<file path="src/rtl/word_chunk_pkg.sv">
// Shared types and sizing helpers for the word chunk pusher/gatherer family.
// Length clamp: 0 or out-of-range lengths select a full word.
package word_chunk_pkg;

    typedef enum logic {
        IDLE  = 1'b0,
        SHIFT = 1'b1
    } state_e;

    function automatic int chunks(input int bus_w, input int data_w);
        return bus_w / data_w;
    endfunction

    function automatic int len_w(input int n_chunks);
        return $clog2(n_chunks + 1);
    endfunction

    function automatic int clamp_len(input int len, input int n_chunks);
        return (len == 0 || len > n_chunks) ? n_chunks : len;
    endfunction

endpackage

</file>
<file path="src/rtl/word_chunk_pusher.sv">
// Bus-word serializer: one BUS_WIDTH word in, L DATA_WIDTH chunks out.
// Optional parity_o output enabled by defining WORD_CHUNK_PARITY_EN.
module word_chunk_pusher
    import word_chunk_pkg::*;
#(
    parameter int BUS_WIDTH  = 32,
    parameter int DATA_WIDTH = 8,
    parameter bit MSB_FIRST  = 1'b1,
    localparam int CHUNKS    = chunks(BUS_WIDTH, DATA_WIDTH),
    localparam int LEN_W     = len_w(CHUNKS)
) (
    input  logic                  clk_i,
    input  logic                  rst_ni,
    input  logic                  in_valid_i,
    output logic                  in_ready_o,
    input  logic [BUS_WIDTH-1:0]  data_i,
    input  logic [LEN_W-1:0]      len_i,
    output logic                  out_valid_o,
    input  logic                  out_ready_i,
    output logic [DATA_WIDTH-1:0] data_o,
    output logic                  last_o,
`ifdef WORD_CHUNK_PARITY_EN
    output logic                  parity_o,
`endif
    output logic                  busy_o
);

    state_e                 state_q, state_d;
    logic [BUS_WIDTH-1:0]   shreg_q, shreg_d;
    logic [LEN_W-1:0]       cnt_q, cnt_d;
    logic [DATA_WIDTH-1:0]  head;
    logic                   xfer;
    logic                   load;
    int                     len_eff;

    // Drop chunks beyond L, then park the first chunk at the output end.
    function automatic logic [BUS_WIDTH-1:0] align(
        input logic [BUS_WIDTH-1:0] w,
        input int                   l
    );
        logic [BUS_WIDTH-1:0] m;
        m = '0;
        for (int k = 0; k < CHUNKS; k++) begin
            if (k < l) begin
                m[k*DATA_WIDTH +: DATA_WIDTH] = w[k*DATA_WIDTH +: DATA_WIDTH];
            end
        end
        if (MSB_FIRST) begin
            m = m << ((CHUNKS - l) * DATA_WIDTH);
        end
        return m;
    endfunction

    assign head = MSB_FIRST ? shreg_q[BUS_WIDTH-1 -: DATA_WIDTH]
                            : shreg_q[DATA_WIDTH-1:0];

    assign out_valid_o = (state_q == SHIFT);
    assign busy_o      = out_valid_o;
    assign last_o      = out_valid_o && (cnt_q == LEN_W'(1));
    assign data_o      = out_valid_o ? head : '0;
    assign xfer        = out_valid_o && out_ready_i;
    assign in_ready_o  = rst_ni &&
                         ((state_q == IDLE) || (last_o && out_ready_i));
    assign load        = in_valid_i && in_ready_o;

`ifdef WORD_CHUNK_PARITY_EN
    assign parity_o = ^data_o;
`endif

    always_comb begin
        state_d = state_q;
        shreg_d = shreg_q;
        cnt_d   = cnt_q;
        len_eff = clamp_len(int'(len_i), CHUNKS);
        unique case (state_q)
            IDLE: begin
                if (load) begin
                    state_d = SHIFT;
                    shreg_d = align(data_i, len_eff);
                    cnt_d   = LEN_W'(len_eff);
                end
            end
            SHIFT: begin
                if (xfer && last_o) begin
                    if (load) begin
                        shreg_d = align(data_i, len_eff);
                        cnt_d   = LEN_W'(len_eff);
                    end else begin
                        state_d = IDLE;
                        shreg_d = '0;
                        cnt_d   = '0;
                    end
                end else if (xfer) begin
                    shreg_d = MSB_FIRST ? (shreg_q << DATA_WIDTH)
                                        : (shreg_q >> DATA_WIDTH);
                    cnt_d   = cnt_q - LEN_W'(1);
                end
            end
            default: begin
                state_d = IDLE;
            end
        endcase
    end

    always_ff @(posedge clk_i or negedge rst_ni) begin
        if (!rst_ni) begin
            state_q <= IDLE;
            shreg_q <= '0;
            cnt_q   <= '0;
        end else begin
            state_q <= state_d;
            shreg_q <= shreg_d;
            cnt_q   <= cnt_d;
        end
    end

endmodule
</file>
<file path="config.mk">
export PLATFORM = sky130hd
export DESIGN_NAME = word_chunk_pusher
export DESIGN_NICKNAME = d
export VERILOG_FILES = /design/src/rtl/word_chunk_pkg.sv /design/src/rtl/word_chunk_pusher.sv
export SDC_FILE = /design/constraint.sdc
export NUM_CORES = 1
export LEC_CHECK = 0
export ABC_AREA = 0
export BUFFER_PORTS_ARGS = -buffer_cell sky130_fd_sc_hd__buf_2
export CORE_ASPECT_RATIO = 1.75
export CORE_MARGIN = 3
export CORE_UTILIZATION = 59
export DETAILED_ROUTE_END_ITERATION = 8
export GPL_ROUTABILITY_DRIVEN = 0
export GPL_TIMING_DRIVEN = 0
export PLACE_DENSITY = 0.9
export SYNTH_ARGS = -nofsm -noshare
export SYNTH_HDL_FRONTEND = slang
export SYNTH_SLANG_ARGS = --single-unit
</file>
<file path="constraint.sdc">
create_clock -name clk_i -period 2.8 [get_ports clk_i]
set_input_delay 0.84 -clock clk_i [delete_from_list [all_inputs] [get_ports clk_i]]
set_output_delay 0.84 -clock clk_i [all_outputs]
set_load 0.03 [all_outputs]
</file>
==> results.md <==
* Outcome: complete, but fails checks
* Failing checks: negative setup slack
* Port bufs at 50
* Cell variety after synth at 43
* Reg2Reg Depth at 6
* Worst flop-to-flop path endpoint: shreg_q[20]
* Sw Pwr at 1.245 mW
* Worst hold path class: reg2reg
* Critical Path AT at slightly above 3 ns
* Setup WS pre-CTS at -0.3760 ns
* Slowest stage cell, crit path: a2111oi_4
* CP Class: in2reg
* Core Area at 3941 um2
* Tot Pwr at 2.835 mW
* Startpoint types: input port
* Hold path depth at 1
* Most frequent cells in the layout: buf_2 (53), dfrtp_1 (36), and3_1 (18)
* Clock share of power at 0.162
* Critical Path End Type: register
* WL/cell at 19.87 um
* Setup_tns at -0.01618 ns
* CP endpoint: shreg_q[10]
* Total of max-cap violations at 0
* Final worst slack at -0.009241 ns
* Syn. warnings at 0
* H-tree Lvls at 2
* RSZ-0062 raised after global routing: true
* EDFF count, synth at 0
* Non-Filler Instances at 380
* Rows at 30
* Seq cells post-synth at 36
* FILL cells at 251
* Fin. max-slew vios at 0
* Initial Util at 0.6241
* Tcrit/Tclk final at 1.003
* P_int at 1.590 mW
* P_leak at approximately 1.4 nW
* Syn avg cell area at 9.179 um2
* Setup slack, reg-to-reg at 0.84 ns
* Sequential fraction of the synthesis area at 0.3662
* Largest net degree at the start of global routing at 40
* Worst vdd rail ir drop at 0.7811 mV
* Least-Margin Pin Slew at 0.5618 ns
* # IOs at 51
* Family with the most delay on the worst path: compound AO/OA/AOI/OAI gates
* DRC viols at 0
* Syn Std Cell Area at 2460 um2
* Most common cell after layout, fill and taps aside: buf_2
* Antenna viol nets, final at 0
* Num CTS Buffers at 5
* Final net count at 374
* Vias per cell at 6.508
* Crit path buf inv count at 3
* Synth Net Count at 311
* Final instance area at roughly 3200 um2
* Initial DRC count at between 150 and 200
* Final WL at 7550 um
* Top-area cell type share of the netlist area at 0.3662
* Area Growth Syn to Fin at 29.20%
* Rel. slew slack at 0.6202
* Fmax at 0.3560 GHz
* # setup viols final at 3
* Post-DP HPWL at roughly 5300 um
* Share of cells above drive strength 1 at 0.3223
* Most used flip-flop cell after synthesis: dfrtp_1
* Diodes inserted at 0
* Die area at 5011 um2
* Cell Area, Placed at 2955 um2
* Critical Path RT at between 3 and 4 ns
* Clk sinks at 36
* Async S/R FF share, synth at 1.000
* Crit path max fanout at 8
* CTS tree: done
* Hold Buf Count CTS at 0
* Max incr delay on CP at 0.39 ns
* GRT Util Overall at 0.2984
* Buffer depth of the longest clock path at 2
* Initial antenna violation count at 0
* Die X at 54.81 um
* Net Sw Frac at 0.4392
* Combinational Power Share at 0.548
* Stages on worst setup path at 10
* Final min period at 2.809 ns
* Root Buffer: clkbuf_8
* Clk_lat worst skew at 0.29 ns
* Placed cell count at 366
* First-pass GRT wire length at 11000 um
* CP Launch Point: len_i[0]
* Total power per unit cell area at 892.1 nW/um2
* Vias in the first global route at 2400
* Worst r2r src: busy_o
* Synth area leader: dfrtp_1
* Hold Fails Final Rpt at 0
* Area contributors post-synth: dfrtp_1 (37%), a2111oi_2 (4.9%), and3_1 (4.6%)
* Flop pwr share at 0.290
* Worst path cell trace: buf_4 -> or2_4 -> ha_4 -> nand2b_2 -> ha_4 -> clkbuf_16 -> buf_4 -> a2111oi_4 -> o21ai_0 -> a21oi_1
* Cell count after synthesis at 268
* DR vias at 2473
* Clk_skew at around 0.0042 ns
* Clock slew at reported path FFs at 0.07 ns
* DRT Pass-1 Iters at 5
* Die height at 91.42 um
* Remaining Overflow, GRT at 0
-- worst register-to-register path, cell delays in order (launching register included) --
cell and delay [ns]:
dfrtp_1 0.38, buf_2 0.19, nand2_1 0.09, o21a_1 0.33, clkbuf_1 0.48, nor3_1 0.16, a211oi_1 0.23
-- worst min path at each step --
stage / startpoint / to / slack (ns)
floorplan: shreg_q[16] / shreg_q[24] / 0.47
global placement: shreg_q[18] / shreg_q[26] / 0.48
detailed placement: shreg_q[22] / shreg_q[30] / 0.49
CTS: shreg_q[22] / shreg_q[30] / 0.50
global route: shreg_q[1] / shreg_q[1] / 0.53
finish: shreg_q[6] / shreg_q[6] / 0.51
-- cells by family (layout without fill, tap and decap cells) --
| group | count (synthesis) | in the layout | synth area share |
|---|---|---|---|
| flops | 36 | 36 | 0.3662 |
| buf+inv | 39 | 102 | 0.07172 |
| xor+xnor | 1 | 1 | 0.01119 |
| simple gates | 92 | 93 | 0.2142 |
| fa+ha+maj | 4 | 4 | 0.02035 |
| compound gates | 96 | 96 | 0.3164 |
-- through the flow --
stage / utilization / hold WS [ns]
2_1_floorplan: - / 0.4724
3_5_place_dp: 0.7498 / 0.4888
6_report: 0.8063 / 0.5132
3_3_place_gp: 0.7498 / 0.4801
4_1_cts: 0.7952 / 0.5049
5_1_grt: 0.8063 / 0.5281
-- power groups by stage --
| stage | Clock (mW) | Combinational (mW) | Sequential, mW |
|---|---|---|---|
| 4_1_cts | 0.463 | 1.48 | 0.812 |
| 3_5_place_dp | 0 | 1.45 | 0.820 |
| 3_3_place_gp | 0 | 1.40 | 0.807 |
| 2_1_floorplan | 0 | 1.12 | 0.804 |
| 5_1_grt | 0.486 | 1.67 | 0.839 |
| 6_report | 0.460 | 1.55 | 0.822 |
-- layer usage --
layer,wire length [um],GRT usage,vias up
met5,0,0,-
met4,253,0.1414,0
met3,566,0.06897,32
met2,4018,0.5010,142
met1,2712,0.3340,1155
li1,-,-,1144
-- flip-flops by register name, indices dropped and copies added (netlist names) --
| name | flops |
|---|---|
| shreg_q | 32 |
| cnt_q | 3 |
| busy_o | 1 |
-- area by class of cell --
class                           instances  area [um2]  share of cell area
Multi-Input combinational cell        194        1592              0.5008
Inverter                               15       61.31             0.01929
Timing Repair Buffer                   57       325.3              0.1024
Clock buffer                            5       68.82             0.02165
Tap cell                               48       60.06             0.01890
Clock inverter                          3       42.54             0.01339
Buffer                                 22       127.6             0.04016
Sequential cell                        36       900.9              0.2835
-- cell usage after synthesis, types with 9 or more instances --
library cell  number
inv_1             15
and2_1            11
and3_1            18
o21ai_0            9
clkbuf_1          12
a22o_1             9
dfrtp_1           36
nor3_1            16
a21oi_1           16
a31oi_1            9
nand2_1           12
nor2_1            17
-- timing repair --
item / CTS / global route
pin swaps: 5 / 4
buffers inserted: 4 / 2
endpoints found under the setup margin: 25 / 20
cloned: 1 / 1
resized for setup: 8 / 7
(Power assumes the default switching activity.)
